==> src/rtl/btn_conditioner.sv <==
// btn_conditioner: NCH-channel push-button synchroniser, debouncer and auto-repeat generator.
// Optional release pulse on rel is built only when BTN_COND_RELEASE_EN is defined.
module btn_conditioner #(
  parameter int NCH = 4,
  parameter int DB_W = 20,
  parameter int RPT_DLY_W = 26,
  parameter int RPT_W = 24,
  parameter logic [NCH-1:0] PB_INV = '0
) (
  input  logic           Clk,
  input  logic           Reset_n,
  input  logic [NCH-1:0] pb,
  output logic [NCH-1:0] db,
  output logic [NCH-1:0] scen,
  output logic [NCH-1:0] mcen,
  output logic [NCH-1:0] ccen,
  output logic [NCH-1:0] rel
);
  localparam int CW = (DB_W > RPT_DLY_W) ? ((DB_W > RPT_W) ? DB_W : RPT_W)
                                         : ((RPT_DLY_W > RPT_W) ? RPT_DLY_W : RPT_W);
  localparam logic [CW-1:0] DB_MAX  = CW'((64'd1 << DB_W) - 64'd1);
  localparam logic [CW-1:0] DLY_MAX = CW'((64'd1 << RPT_DLY_W) - 64'd1);
  localparam logic [CW-1:0] RPT_MAX = CW'((64'd1 << RPT_W) - 64'd1);
  typedef enum logic [1:0] {IDLE, WAIT_P, HELD, WAIT_R} state_t;
  logic [NCH-1:0] r_s1, r_s2;
  always_ff @(posedge Clk or negedge Reset_n)
    if (!Reset_n) begin
      r_s1 <= '0;
      r_s2 <= '0;
    end else begin
      r_s1 <= pb ^ PB_INV;
      r_s2 <= r_s1;
    end
  for (genvar i = 0; i < NCH; i++) begin : g_ch
    state_t r_state, w_nstate;
    logic [CW-1:0] r_cnt, w_cnt;
    logic r_rpt, w_rpt, w_s, w_hit;
    logic r_db, r_scen, r_mcen, r_ccen, w_db, w_scen, w_mcen, w_ccen;
    assign w_s = r_s2[i];
    assign w_hit = r_cnt == ((r_state == HELD) ? (r_rpt ? RPT_MAX : DLY_MAX) : DB_MAX);
    always_ff @(posedge Clk or negedge Reset_n)
      if (!Reset_n) begin
        r_state <= IDLE;
        r_cnt   <= '0;
        r_rpt   <= 1'b0;
        r_db    <= 1'b0;
        r_scen  <= 1'b0;
        r_mcen  <= 1'b0;
        r_ccen  <= 1'b0;
      end else begin
        r_state <= w_nstate;
        r_cnt   <= w_cnt;
        r_rpt   <= w_rpt;
        r_db    <= w_db;
        r_scen  <= w_scen;
        r_mcen  <= w_mcen;
        r_ccen  <= w_ccen;
      end
    // Counter clears on every exit and at every threshold, so it never wraps.
    always_comb begin
      w_nstate = r_state;
      w_cnt    = r_cnt + 1'b1;
      w_rpt    = r_rpt;
      case (r_state)
        IDLE: begin
          w_cnt    = '0;
          w_nstate = w_s ? WAIT_P : IDLE;
        end
        WAIT_P:
          if (!w_s) begin
            w_nstate = IDLE;
            w_cnt    = '0;
          end else if (w_hit) begin
            w_nstate = HELD;
            w_cnt    = '0;
            w_rpt    = 1'b0;
          end
        HELD:
          if (!w_s) begin
            w_nstate = WAIT_R;
            w_cnt    = '0;
          end else if (w_hit) begin
            w_cnt = '0;
            w_rpt = 1'b1;
          end
        default:
          if (w_s) begin
            w_nstate = HELD;
            w_cnt    = '0;
            w_rpt    = 1'b0;
          end else if (w_hit) begin
            w_nstate = IDLE;
            w_cnt    = '0;
          end
      endcase
    end
    always_comb begin
      w_scen = (r_state == WAIT_P) && w_s && w_hit;
      w_mcen = w_scen || ((r_state == HELD) && w_s && w_hit);
      w_db   = (w_nstate == HELD) || (w_nstate == WAIT_R);
      w_ccen = w_nstate == HELD;
    end
    assign db[i]   = r_db;
    assign scen[i] = r_scen;
    assign mcen[i] = r_mcen;
    assign ccen[i] = r_ccen;
`ifdef BTN_COND_RELEASE_EN
    logic r_rel, w_rel;
    assign w_rel = (r_state == WAIT_R) && !w_s && w_hit;
    always_ff @(posedge Clk or negedge Reset_n)
      if (!Reset_n) r_rel <= 1'b0;
      else r_rel <= w_rel;
    assign rel[i] = r_rel;
`else
    assign rel[i] = 1'b0;
`endif
  end
endmodule

==> config.mk <==
export PLATFORM = sky130hd
export DESIGN_NAME = btn_conditioner
export DESIGN_NICKNAME = d
export VERILOG_FILES = /design/src/rtl/btn_conditioner.sv
export SDC_FILE = /design/constraint.sdc
export NUM_CORES = 1
export LEC_CHECK = 0
export BUFFER_PORTS_ARGS = -buffer_cell sky130_fd_sc_hd__buf_4
export CORE_MARGIN = 1.5
export CORE_UTILIZATION = 35
export CTS_BUF_LIST = sky130_fd_sc_hd__clkbuf_2 sky130_fd_sc_hd__clkbuf_4 sky130_fd_sc_hd__clkbuf_8
export DETAILED_ROUTE_END_ITERATION = 8
export PLACE_DENSITY = 0.62
export SYNTH_ARGS = -nofsm -noshare
export SYNTH_HDL_FRONTEND = slang
export SYNTH_SLANG_ARGS = --single-unit
==> constraint.sdc <==
create_clock -name Clk -period 4.59 [get_ports Clk]
set_input_delay 0.459 -clock Clk [delete_from_list [all_inputs] [get_ports Clk]]
set_output_delay 0.459 -clock Clk [all_outputs]
set_load 0.02 [all_outputs]
== Word-level counts from Yosys, hierarchy flattened ==
Cells that the tools add are included.

* Add/sub/neg operators: 4
* Eq/ne operators: 28
* Muxes and demuxes: 76
* Bitwise operators: 4
* Reduce and logical (&&, ||, !) cells: 36

{| class="wikitable"
|+ Operator list
! kind !! count
|-
| two-way mux 26 bit || 20
|-
| one-hot mux 26 bit (2 select lines) || 4
|-
| adder 26 x 1 -> 26 bit, second input constant || 4
|-
| equality test 26 bit || 4
|-
| two-way mux 2 bit || 20
|-
| equality test 2 bit, second input constant || 12
|-
| two-way mux 1 bit || 24
|-
| one-hot mux 2 bit (3 select lines) || 4
|-
| logical AND 1 bit || 16
|-
| inequality test 2 bit, second input constant || 8
|-
| AND reduction 4 bit || 4
|-
| one-hot mux 1 bit (3 select lines) || 4
|-
| equality test 2 x 1 -> 1 bit, second input constant || 4
|-
| logical NOT 2 bit || 4
|-
| logical OR 1 bit || 8
|-
| OR reduction 2 bit || 4
|-
| inverter 1 bit || 4
|}

* Register bits after elaboration: 140
* Input port bits: 6
* Output and inout port bits: 20
* Word-level logic and storage cells: 178

== Logic depth before layout (Yosys ltp) ==
* Word-level depth: 8
* Mapped depth: 10
* Gate-level depth less buffers: 7

== Worst setup path after synthesis ==
OpenSTA, ideal clock, no wires.

* Kind: flip-flop to flip-flop
* Start point: reg g_ch[3].r_cnt[0]
* End point: reg g_ch[3].r_cnt[4]
* Library setup time: 0.119 ns
* Arrival time: 2.136 ns
* Required time: 4.471 ns
* Path slack: 2.335 ns
* Cell stages (with the launch flop): 9
* Cell sequence: dfrtp_1 ha_1 nand3_1 or4_4 a2111oi_4 a21o_1 buf_6 buf_12 nor2_1

* Word-level cells in the longest chain between the ends: 4
* Elaborated cells on any way between the ends: 6
* Classes of those cells: add/sub: 1; eq/ne: 1; mux: 4

{| class="wikitable"
|+ RTL lines
! what !! RTL line !! source
|-
| start: declaration || 36 || <nowiki>logic [CW-1:0] r_cnt, w_cnt;</nowiki>
|-
| start signal: assignment || 52 || <nowiki>r_cnt <= w_cnt;</nowiki>
|-
| adder 26 x 1 -> 26 bit / equality test 26 bit (equally long branches) || 62, 40 ||
|-
| two-way mux 26 bit * || 73, 82, 91 ||
|-
| two-way mux 26 bit (on tied branches) || 87, 79 ||
|-
| one-hot mux 26 bit (2 select lines) * || 64 || <nowiki>case (r_state)</nowiki>
|-
| via g_ch[3].w_cnt[4] || 36 ||
|}

Mark *: on every way through the listed nets, which the timed path passes. The rest lies on a longest branch.
A chain may end at the register's enable or synchronous reset.

== Worst setup path after layout ==
* Start point: reg g_ch[3].r_cnt[0]
* End point: reg g_ch[3].r_cnt[16]

Same word-level chain as after synthesis.

==> flow_summary_export.csv <==
group,metric,value,unit
outcome,outcome,"finished clean",
sta,fin_worst_skew,8.44,ps
logic_synthesis,synth_edf_count,0,
sta,setup_violations,0,
finish,antenna_cells,0,
floorplan,rows,52,
logic_synthesis,synth_flop_cell,"dfrtp_1",
clock_tree,clkSinkCount,140,
logic_synthesis,synthMostInstantiatedCell,"dfrtp_1",
global_routing,met2_usage,18.6,%
setup_path,cp.required,4880,ps
global_routing,grt_max_degree,93,
setup_path,critPathMaxFanout,26,
power_and_ir_drop,p_clk_share,36.1,%
logic_synthesis,synthTopCellsByArea,"dfrtp_1, xor2_1, nor2_1",
setup_path,startpoint,"g_ch[3].r_cnt[0]",
place,dpl_cell_area,7400,um^2
global_routing,antenna_found_initial,0,
power_and_ir_drop,power_frac_seq,48.1,%
setup_path,arrival,3150,ps
job,cap_viol_max_count,0,
clock_tree,cts_hold_buffers,0,
power_and_ir_drop,p_leak,3.38,nW
routing,drt_iter0_drc,223,
power_and_ir_drop,switching_share,28.9,%
floorplan,start_util,35.6,%
min_path,hold_class,"in -> async",
clock_tree,cts_buffer_depth,2,
place,globalplace.congestion,0.770,
setup_path,critPathLaunchType,"flop",
logic_synthesis,ys_ff_latch,140,
sta,setup-tns-final,0,ps
logic_synthesis,avgSynthCellArea,9.85,um^2
sta,rsz0062_at_grt,"no",
routing,vias_per_cell,4.82,
sta,finalHoldWorstSlack,89.3,ps
setup_path,max_stage_delay,690,ps
global_routing,grt_pass1_wl,21100,um
global_routing,use_met1,15.8,%
routing,ant_nets,0,
power_and_ir_drop,power_switching,0.796,mW
power_and_ir_drop,total_power,2.76,mW
power_and_ir_drop,powerDensity,354,nW/um^2
clock_tree,path_clk_slew,80,ps
sta,tightest_slew,1050,ps
sta,post-route-period-util,62.2,%
routing,num_vias,4869,
clock_tree,numCtsBuffers,17,
logic_synthesis,netlist_area,7170,um^2
clock_tree,root_buffer,"clkbuf_8",
logic_synthesis,ys_seq_area_share,48.8,%
finish,area_delta_synth_final,8.76,%
global_routing,gr-total-overflow,0,
clock_tree,ctsResizeCount,0,
logic_synthesis,async_flop_share,100,%
floorplan,dieWidth,146,um
logic_synthesis,synth_common_cells,"dfrtp_1, nor2_1, xor2_1",
sta,slew_violations,0,
power_and_ir_drop,ir_drop,0.172,mV
global_routing,grt_pass1_vias,4618,
place,dp_hpwl,7710,um
routing,drcViolationCount,0,
logic_synthesis,synth_top_cell_area_share,48.8,%
clock_tree,insertion_delay,440,ps
setup_path,cp_slowest_cell,"a21o_1",
floorplan,io_pins,26,
logic_synthesis,synth_cell_types,57,
routing,wire_per_inst,11.8,um
global_routing,grt_use_met3,2.91,%
finish,fin_area,7800,um^2
sta,hold_viol,0,
setup_path,path_cells,"ha_1, nand3_1, or4_4, a2111oi_4, a21o_1, nor2_1",
power_and_ir_drop,power_frac_comb,15.8,%
sta,fmax,350,MHz
setup_path,r2r-start,"g_ch[3].r_cnt[0]",
clock_tree,cts_tree,"built",
sta,relSlewSlack,30.2,%
routing,first_pass_iters,4,
setup_path,crit_path_end_kind,"flop",
logic_synthesis,synth_largest_area_cell,"dfrtp_1",
power_and_ir_drop,cellInternalPower,1.96,mW
logic_synthesis,postSynthCellCount,728,
floorplan,die_h,146,um
floorplan,core,20200,um^2
sta,period_needed,2860,ps
routing,wl,12000,um
clock_tree,htree_levels,4,
global_routing,busiest_layer,"met2",
global_routing,grtUsageTotal,11.9,%
clock_tree,postCtsSetupBuffers,0,
logic_synthesis,yosysWarnings,0,
setup_path,path_class,"reg -> reg",
finish,drive_gt1_share,8.65,%
place,portBuffers,21,
floorplan,die_area,21400,um^2
finish,design.final.nets,753,
power groups by stage:
stage                     clock (mW)  sequential [mW]  combinational [mW]
after floorplan                    0             1.33               0.412
after global placement             0             1.35               0.442
after detailed placement           0             1.35               0.446
after CTS                       1.04             1.33               0.448
after global routing            1.08             1.33               0.500
final                          0.997             1.33               0.435
metal layers:
metal,vias to the layer above,routed length [um],share of wire [%]
li1,2464,-,-
met4,0,198,1.7
met3,15,278,2.3
met2,45,5450,46
met5,-,0,0
met1,2345,6030,50
sequential cells by signal (all words and copies together) (netlist names):
signal,count
g_ch.r_cnt,104
g_ch.r_state,8
g_ch.r_ccen,4
g_ch.r_db,4
g_ch.r_mcen,4
g_ch.r_rpt,4
g_ch.r_scen,4
r_s1,4
r_s2,4
metrics by stage:
stage          setup WS [ps]  instances  util [%]
6_report                1730       1010      38.7
5_1_grt                 1520       1010      38.7
4_1_cts                 1710       1010      38.7
3_5_place_dp            1710        978      36.7
3_3_place_gp            1760        978      36.7
2_1_floorplan           2330        731         -
cells in the final DEF, fill, tap and decap left out, types with 5 or more instances in the layout:
cell / synthesis / layout
o211a_1: 5 / 5
or3_1: 5 / 5
nor3_1: 5 / 5
o21ai_0: 14 / 14
xor2_1: 61 / 61
a21o_1: 5 / 5
buf_4: 22 / 22
xnor2_1: 31 / 31
nor4_1: 11 / 11
clkbuf_8: 0 / 20
inv_1: 26 / 26
nand2_1: 33 / 33
nand3_1: 41 / 41
nand4_1: 30 / 30
nand2b_1: 10 / 10
a31oi_1: 7 / 7
and3_1: 12 / 12
nor2_1: 132 / 132
and4_1: 13 / 13
dfrtp_1: 140 / 140
ha_1: 20 / 20
a21oi_1: 13 / 13
nor2b_1: 5 / 5
nor3b_1: 6 / 6
and2_1: 7 / 7
final cells by class:
class | instances | area, um^2
Timing Repair Buffer | 23 | 176
Inverter | 26 | 97.6
Clock buffer | 22 | 290
Fill cell | 2031 | 12400
Multi-Input combinational cell | 519 | 3280
Clock inverter | 10 | 115
Tap cell | 270 | 338
Sequential cell | 140 | 3500
logic make-up after synthesis:
| logic type | Yosys count | synth area share, % |
|---|---|---|
| simple gates | 326 | 22.9 |
| compound gates | 72 | 7.19 |
| buf+inv | 72 | 5.58 |
| fa+ha+maj | 20 | 3.49 |
| mux | 5 | 0.715 |
| other cells | 1 | 0.0523 |
| flops | 140 | 48.8 |
| xor+xnor | 92 | 11.2 |
critical path, delay by kind of cell, from the launching register on:
kind            cells  cell delay, ps
compound gates      2            1250
simple gates        3             860
flops               1             390
fa+ha+maj           1             200
path summary, 6_finish.rpt:
| path | depth (start not counted) | slack (ps) | to |
|---|---|---|---|
| min | 1 | 90 | g_ch[2].r_db |
| max | 6 | 1730 | g_ch[3].r_cnt[16] |
| min in group Clk | 1 | 120 | r_s1[1] |
| max in group asynchronous | 2 | 3350 | g_ch[2].r_cnt[6] |
| min reg2reg | 0 | 350 | r_s2[0] |
| max reg2reg | 6 | 1730 | g_ch[3].r_cnt[16] |
Note: power is estimated with default switching activity, not from simulation.
